**config.mk**
```make
export PLATFORM = sky130hd
export DESIGN_NAME = dbg_dump_unit
export DESIGN_NICKNAME = d
export VERILOG_FILES = /design/src/rtl/dbg_dump_pkg.sv /design/src/rtl/dbg_perf_counters.sv /design/src/rtl/dbg_dump_unit.sv
export SDC_FILE = /design/constraint.sdc
export NUM_CORES = 1
export LEC_CHECK = 0
export CAP_MARGIN = 10
export CELL_PAD_IN_SITES_DETAIL_PLACEMENT = 1
export CELL_PAD_IN_SITES_GLOBAL_PLACEMENT = 1
export CORE_AREA = 2 2 172 174
export DETAILED_ROUTE_END_ITERATION = 7
export DIE_AREA = 0 0 174 176
export GPL_ROUTABILITY_DRIVEN = 0
export PLACE_DENSITY = 0.86
export SLEW_MARGIN = 20
export SYNTH_ARGS = -nofsm -noshare
export SYNTH_HDL_FRONTEND = slang
export SYNTH_HIERARCHICAL = 1
export SYNTH_SLANG_ARGS = --single-unit
```
**constraint.sdc**
```tcl
create_clock -name clk_i -period 2.78 [get_ports clk_i]
set_clock_uncertainty 0.2 [all_clocks]
set_input_delay 0.695 -clock clk_i [delete_from_list [all_inputs] [get_ports clk_i]]
set_output_delay 0.695 -clock clk_i [all_outputs]
set_load 0.005 [all_outputs]
```
**src/rtl/dbg_dump_pkg.sv**
```systemverilog
// Shared FSM type and sizing constants for the debug dump unit.
package dbg_dump_pkg;

    typedef enum logic [2:0] {
        ST_IDLE = 3'd0,
        ST_HDR  = 3'd1,
        ST_REGS = 3'd2,
        ST_MEM  = 3'd3,
        ST_CSUM = 3'd4
    } dump_state_e;

    localparam int unsigned HDR_WORDS = 4;
    localparam int unsigned NUM_REGS  = 32;
    localparam int unsigned WORD_W    = 32;
    // Index within the current frame section; wide enough for large memory dumps.
    localparam int unsigned IDX_W     = 16;

endpackage

```
**src/rtl/dbg_perf_counters.sv**
```systemverilog
// Cycle/stall/flush counters plus the header snapshot taken when a dump starts.
module dbg_perf_counters
    import dbg_dump_pkg::*;
#(
    parameter int unsigned CNT_W = 32
) (
    input  logic              clk_i,
    input  logic              rst_i,
    input  logic              stall_i,
    input  logic              jump_i,
    input  logic              branch_i,
    input  logic              flush_i,
    input  logic [WORD_W-1:0] pc_i,
    input  logic              snap_i,
    output logic [WORD_W-1:0] cyc_o,
    output logic [WORD_W-1:0] pc_snap_o,
    output logic [WORD_W-1:0] stl_snap_o,
    output logic [WORD_W-1:0] fls_snap_o
);

    logic [CNT_W-1:0]  cyc_q;
    logic [CNT_W-1:0]  stl_q;
    logic [CNT_W-1:0]  fls_q;
    logic [CNT_W-1:0]  stl_snap_q;
    logic [CNT_W-1:0]  fls_snap_q;
    logic [WORD_W-1:0] pc_snap_q;

    // Cycle 0 of the frame is loaded straight from cyc_q, so only the later header words need a snapshot.
    always_ff @(posedge clk_i) begin
        if (rst_i) begin
            cyc_q      <= '0;
            stl_q      <= '0;
            fls_q      <= '0;
            stl_snap_q <= '0;
            fls_snap_q <= '0;
            pc_snap_q  <= '0;
        end else begin
            cyc_q <= cyc_q + CNT_W'(1);
            if (stall_i && !jump_i && !branch_i) begin
                stl_q <= stl_q + CNT_W'(1);
            end
            if (flush_i) begin
                fls_q <= fls_q + CNT_W'(1);
            end
            if (snap_i) begin
                stl_snap_q <= stl_q;
                fls_snap_q <= fls_q;
                pc_snap_q  <= pc_i;
            end
        end
    end

    assign cyc_o      = WORD_W'(cyc_q);
    assign pc_snap_o  = pc_snap_q;
    assign stl_snap_o = WORD_W'(stl_snap_q);
    assign fls_snap_o = WORD_W'(fls_snap_q);

endmodule

```
**src/rtl/dbg_dump_unit.sv**
```systemverilog
// Serialises a counter/PC/register/memory snapshot frame over a valid/ready word stream.
// Define DBG_CHECKSUM_EN to append an XOR checksum word to every frame.
module dbg_dump_unit
    import dbg_dump_pkg::*;
#(
    parameter int unsigned NUM_MEM_WORDS = 8,
    parameter int unsigned CNT_W         = 32
) (
    input  logic              clk_i,
    input  logic              rst_i,
    input  logic              stall_i,
    input  logic              jump_i,
    input  logic              branch_i,
    input  logic              flush_i,
    input  logic [WORD_W-1:0] pc_i,
    input  logic              req_i,
    output logic [4:0]        rf_addr_o,
    input  logic [WORD_W-1:0] rf_data_i,
    output logic [WORD_W-1:0] dm_addr_o,
    input  logic [WORD_W-1:0] dm_data_i,
    output logic [WORD_W-1:0] dout_o,
    output logic              dout_valid_o,
    input  logic              dout_ready_i,
    output logic              dout_last_o,
    output logic              busy_o
);

    dump_state_e       state_q;
    logic [IDX_W-1:0]  idx_q;
    logic [WORD_W-1:0] dout_q;
    logic              dout_valid_q;
    logic              dout_last_q;
    logic              busy_q;
`ifdef DBG_CHECKSUM_EN
    logic [WORD_W-1:0] csum_q;
`endif

    logic [WORD_W-1:0] cyc_w;
    logic [WORD_W-1:0] pc_snap_w;
    logic [WORD_W-1:0] stl_snap_w;
    logic [WORD_W-1:0] fls_snap_w;
    logic [WORD_W-1:0] word_c;
    logic              snap_c;
    logic              fire_c;

    dbg_perf_counters #(
        .CNT_W(CNT_W)
    ) u_counters (
        .clk_i      (clk_i),
        .rst_i      (rst_i),
        .stall_i    (stall_i),
        .jump_i     (jump_i),
        .branch_i   (branch_i),
        .flush_i    (flush_i),
        .pc_i       (pc_i),
        .snap_i     (snap_c),
        .cyc_o      (cyc_w),
        .pc_snap_o  (pc_snap_w),
        .stl_snap_o (stl_snap_w),
        .fls_snap_o (fls_snap_w)
    );

    // A word is loaded on the request itself, or whenever the output slot is free and more words remain.
    assign snap_c = (state_q == ST_IDLE) && req_i;
    assign fire_c = snap_c ||
                    ((state_q != ST_IDLE) && !dout_last_q && (!dout_valid_q || dout_ready_i));

    // Debug read ports point at the word that the next load will capture.
    assign rf_addr_o = (state_q == ST_REGS) ? idx_q[4:0] : 5'd0;
    assign dm_addr_o = (state_q == ST_MEM) ? WORD_W'({idx_q, 2'b00}) : '0;

    always_comb begin
        word_c = '0;
        case (state_q)
            ST_IDLE: word_c = cyc_w;
            ST_HDR: begin
                case (idx_q[1:0])
                    2'd1:    word_c = pc_snap_w;
                    2'd2:    word_c = stl_snap_w;
                    2'd3:    word_c = fls_snap_w;
                    default: word_c = cyc_w;
                endcase
            end
            ST_REGS: word_c = rf_data_i;
            ST_MEM:  word_c = dm_data_i;
`ifdef DBG_CHECKSUM_EN
            ST_CSUM: word_c = csum_q;
`endif
            default: word_c = '0;
        endcase
    end

    always_ff @(posedge clk_i) begin
        if (rst_i) begin
            state_q      <= ST_IDLE;
            idx_q        <= '0;
            dout_q       <= '0;
            dout_valid_q <= 1'b0;
            dout_last_q  <= 1'b0;
            busy_q       <= 1'b0;
`ifdef DBG_CHECKSUM_EN
            csum_q       <= '0;
`endif
        end else if (fire_c) begin
            dout_q       <= word_c;
            dout_valid_q <= 1'b1;
`ifdef DBG_CHECKSUM_EN
            csum_q       <= snap_c ? word_c : (csum_q ^ word_c);
`endif
            case (state_q)
                ST_IDLE: begin
                    state_q <= ST_HDR;
                    idx_q   <= IDX_W'(1);
                    busy_q  <= 1'b1;
                end
                ST_HDR: begin
                    if (idx_q == IDX_W'(HDR_WORDS - 1)) begin
                        state_q <= ST_REGS;
                        idx_q   <= '0;
                    end else begin
                        idx_q <= idx_q + IDX_W'(1);
                    end
                end
                ST_REGS: begin
                    if (idx_q == IDX_W'(NUM_REGS - 1)) begin
                        state_q <= ST_MEM;
                        idx_q   <= '0;
                    end else begin
                        idx_q <= idx_q + IDX_W'(1);
                    end
                end
                ST_MEM: begin
                    if (idx_q == IDX_W'(NUM_MEM_WORDS - 1)) begin
`ifdef DBG_CHECKSUM_EN
                        state_q <= ST_CSUM;
                        idx_q   <= '0;
`else
                        dout_last_q <= 1'b1;
`endif
                    end else begin
                        idx_q <= idx_q + IDX_W'(1);
                    end
                end
`ifdef DBG_CHECKSUM_EN
                ST_CSUM: dout_last_q <= 1'b1;
`endif
                default: state_q <= ST_IDLE;
            endcase
        end else if (dout_valid_q && dout_ready_i) begin
            // Only the final word can be accepted without a follow-on load.
            dout_valid_q <= 1'b0;
            if (dout_last_q) begin
                dout_last_q <= 1'b0;
                busy_q      <= 1'b0;
                state_q     <= ST_IDLE;
                idx_q       <= '0;
            end
        end
    end

    assign dout_o       = dout_q;
    assign dout_valid_o = dout_valid_q;
    assign dout_last_o  = dout_last_q;
    assign busy_o       = busy_q;

endmodule
```
==> results of run 1 <==
## critical path, delay by kind of cell, from the launching register on
family / cells / cell delay, ns
buffers and inverters: 2 / 0.60
flip-flops: 1 / 0.37
adder cells (fa/ha/maj): 1 / 0.19
AND/OR/NAND/NOR: 1 / 0.16
## cell usage in the layout (no fill, tap or decap), types with 5 or more instances in the layout
cell / count
nand2_1: 43
o211ai_1: 33
inv_1: 18
o31ai_1: 42
and4_1: 15
ha_1: 9
nand3_1: 35
a222oi_1: 64
and3_1: 9
mux2i_1: 98
xor2_1: 11
clkbuf_8: 9
nor3_1: 12
nand4_1: 26
clkbuf_16: 30
dlymetal6s2s_1: 14
and2_1: 21
or4_1: 45
a21oi_1: 78
xnor2_1: 18
or3_1: 29
dfxtp_1: 241
buf_4: 63
conb_1: 16
clkdlybuf4s50_1: 144
o21ai_0: 63
buf_12: 11
nor2_1: 168
nor4_1: 6
clkinv_2: 5
## kinds of logic after synthesis
group                    Yosys count  share of synthesized area [%]
buffers and inverters            131                          5.257
flip-flops                       245                          43.20
multiplexers                     100                          8.838
adder cells (fa/ha/maj)           11                          1.212
AO/OA/AOI/OAI                    302                          18.89
other                              1                        0.03303
XOR/XNOR                          29                          2.237
AND/OR/NAND/NOR                  440                          20.33
## sequential cells by signal (all words and copies together), names as in the netlist
register	count
u_counters/pc_snap_o	32
dout_last_o	1
dout_valid_o	1
u_counters/cyc_o	32
u_counters/fls_snap_o	32
u_counters/stl_q	32
state_q	2
idx_q	16
dout_o	32
u_counters/stl_snap_o	32
busy_o	1
u_counters/fls_q	32
## cell type report
cell class / count / area [µm²]
fillers: 3262 / 13770
multi-input cells: 898 / 5962
flip-flops and latches: 245 / 4915
repair buffers: 235 / 2379
clock buffers: 41 / 860.8
well taps: 384 / 480.5
clock inverters: 11 / 95.09
inverters: 21 / 81.33
## routing by layer
layer  wire length [µm]  global-route usage [%]  share of wire (%)
met3               2420                   3.488                5.9
met2              20250                   45.83                 50
met1              16540                   31.00                 41
met5                  0                       0                  0
met4               1500                   9.104                3.7
## through the flow
| stage | power [mW] | utilization [%] | setup TNS, ns | cells |
|---|---|---|---|---|
| 4_1_cts | 11.09 | 51.42 | 0 | 1831 |
| 3_3_place_gp | 7.130 | 47.76 | -2.642 | 1777 |
| 2_1_floorplan | 5.761 | - | 0 | 1274 |
| 3_5_place_dp | 7.271 | 47.76 | -4.692 | 1777 |
| 5_1_grt | 11.59 | 51.75 | -0.05731 | 1835 |
| 6_report | 11.15 | 51.75 | 0 | 1835 |
## power breakdown
group	switching (mW)	total (mW)	internal, mW
sequential	0.232	4.06	3.83
combinational	1.83	3.32	1.49
clock	1.53	3.77	2.24
total	3.60	11.2	7.55
## how the worst min path moves through the flow
stage	startpoint	end	cells past startpoint
6_report	idx_q[15]	idx_q[15]	2
5_1_grt	busy_o	busy_o	2
4_1_cts	idx_q[15]	idx_q[15]	2
3_5_place_dp	idx_q[15]	idx_q[15]	2
3_3_place_gp	u_counters/cyc_o[31]	u_counters/cyc_o[31]	2
2_1_floorplan	u_counters/cyc_o[31]	u_counters/cyc_o[31]	2
## timing repair
item / in CTS / in global routing
setup endpoints to repair: 21 / 24
cloned: 1 / 1
gates resized for setup: 14 / 19
pin swaps: 1 / 2
buffers inserted: 1 / 3
==> impl_metrics.ini, run 1 <==
[route]
wire_per_inst_um = 22.18
firstDrtPassIters = 7
dr_total_vias = 11112
drt_iter0_drc = 1091
drc_errors = 0
vias_per_cell = 6.056
antenna_left = 0
wirelength_um = 40710

[synth]
synth_most_common_cell = dfxtp_1
synth_warnings = 6
synth-async-reset-ratio_pct = 0
ys.flop_type = dfxtp_1
ys_seq_area_share_pct = 43.20
synth_top_area_share_pct = 43.20
yosysUniqueCellTypes = 60
yosysTopAreaCell = dfxtp_1
synth_edf_count = 0
synth_area_per_cell_um2 = 9.018
syn_inst = 1259
synthTopCellsByCount = 245 x dfxtp_1, 171 x nor2_1, 98 x mux2i_1, 78 x a21oi_1, 70 x clkbuf_1
syn_area_mm2 = 0.01135
synth_seq_cells = 245
synth.area.top_cells = dfxtp_1 43%, mux2i_1 8.6%, nor2_1 5.7%

[cells_and_area]
drive_above_1_share_pct = 11.37
syn2layout_area_growth_pct = 30.12
final_area_mm2 = 0.01477
finalNetCount = 1544
n_antenna_cell = 0

[critical_path]
r2r_start = idx_q[0]
crit_path_start = state_q[0]
cp_slowest_cell = clkdlybuf4s50_1
critical_path.cell_chain = inv_2 > ha_4 > and2_1 > clkdlybuf4s50_1
reg2regPathDepth = 8
max_stage_delay_ns = 0.51
crit_path_start_kind = register
cp-end-kind = primary output
crit_type = reg2out
regToRegEndpoint = dout_o[21]
crit_fanout = 7
crit_end = rf_addr_o[1]
critPathArrivalTime_ns = 1.87
r2r_slack_ns = 0.04
required_ns = 1.88

[place]
pre_cts_ws_ns = -0.2301
placed_area_mm2 = 0.01363
io_buffers = 159
hpwl_um = 27040

[floorplan]
ios = 176
rows = 62
die_h_um = 176
initial_core_util_pct = 39.77
core_area_mm2 = 0.02855
dieWidth_um = 174
die_area_mm2 = 0.03062

[timing]
finalSetupViolations = 0
finalCritPeriodShare_pct = 99.32
whs_ns = 0.3007
rsz0062_at_grt = true
worst_slew_pin_slew_ns = 0.7546
relSlewSlack_pct = 49.69
hold_viol = 0
fmax_ghz = 0.3622
drv_slew = 0
layout_setup_ws_ns = 0.01892
period_minus_slack_ns = 2.761

[global_routing]
antenna_found_initial = 0
grt_pass1_vias = 11471
overflow = 0
gr-usage-all-layers_pct = 25.43
grt_max_degree = 94
grt_pass1_wl_um = 63380

[run_status]
status = completed

[pwr]
power_leakage_nw = 5.391
peakVddDrop_mv = 0.5023
pwr_density_cell_mw_per_mm2 = 754.8

[cts]
h-tree-depth = 1
clock-root-buffer = clkbuf_16
path_clk_slew_ns = 0.06
clkLatencyLatePin_ns = 0.54
cts_hold_buf = 0
cts_buffer_depth = 3
cts_tree = done
numCtsBuffers = 28
clock-sinks = 245

[job]
maxCapViolCount = 0

[hold_path]
hold_class = reg2reg
No activity file was read; power rests on OpenSTA's default activity.
==> run 2: changes to the inputs <==
--- a/config.mk
+++ b/config.mk
@@ -5,7 +5,7 @@
 export SDC_FILE = /design/constraint.sdc
 export NUM_CORES = 1
 export LEC_CHECK = 0
-export CAP_MARGIN = 10
+export CAP_MARGIN = 20
 export CELL_PAD_IN_SITES_DETAIL_PLACEMENT = 1
 export CELL_PAD_IN_SITES_GLOBAL_PLACEMENT = 1
 export CORE_AREA = 2 2 172 174
==> results of run 2 <==
No change in the layout: final DEF, timing and power equal those of run 1.
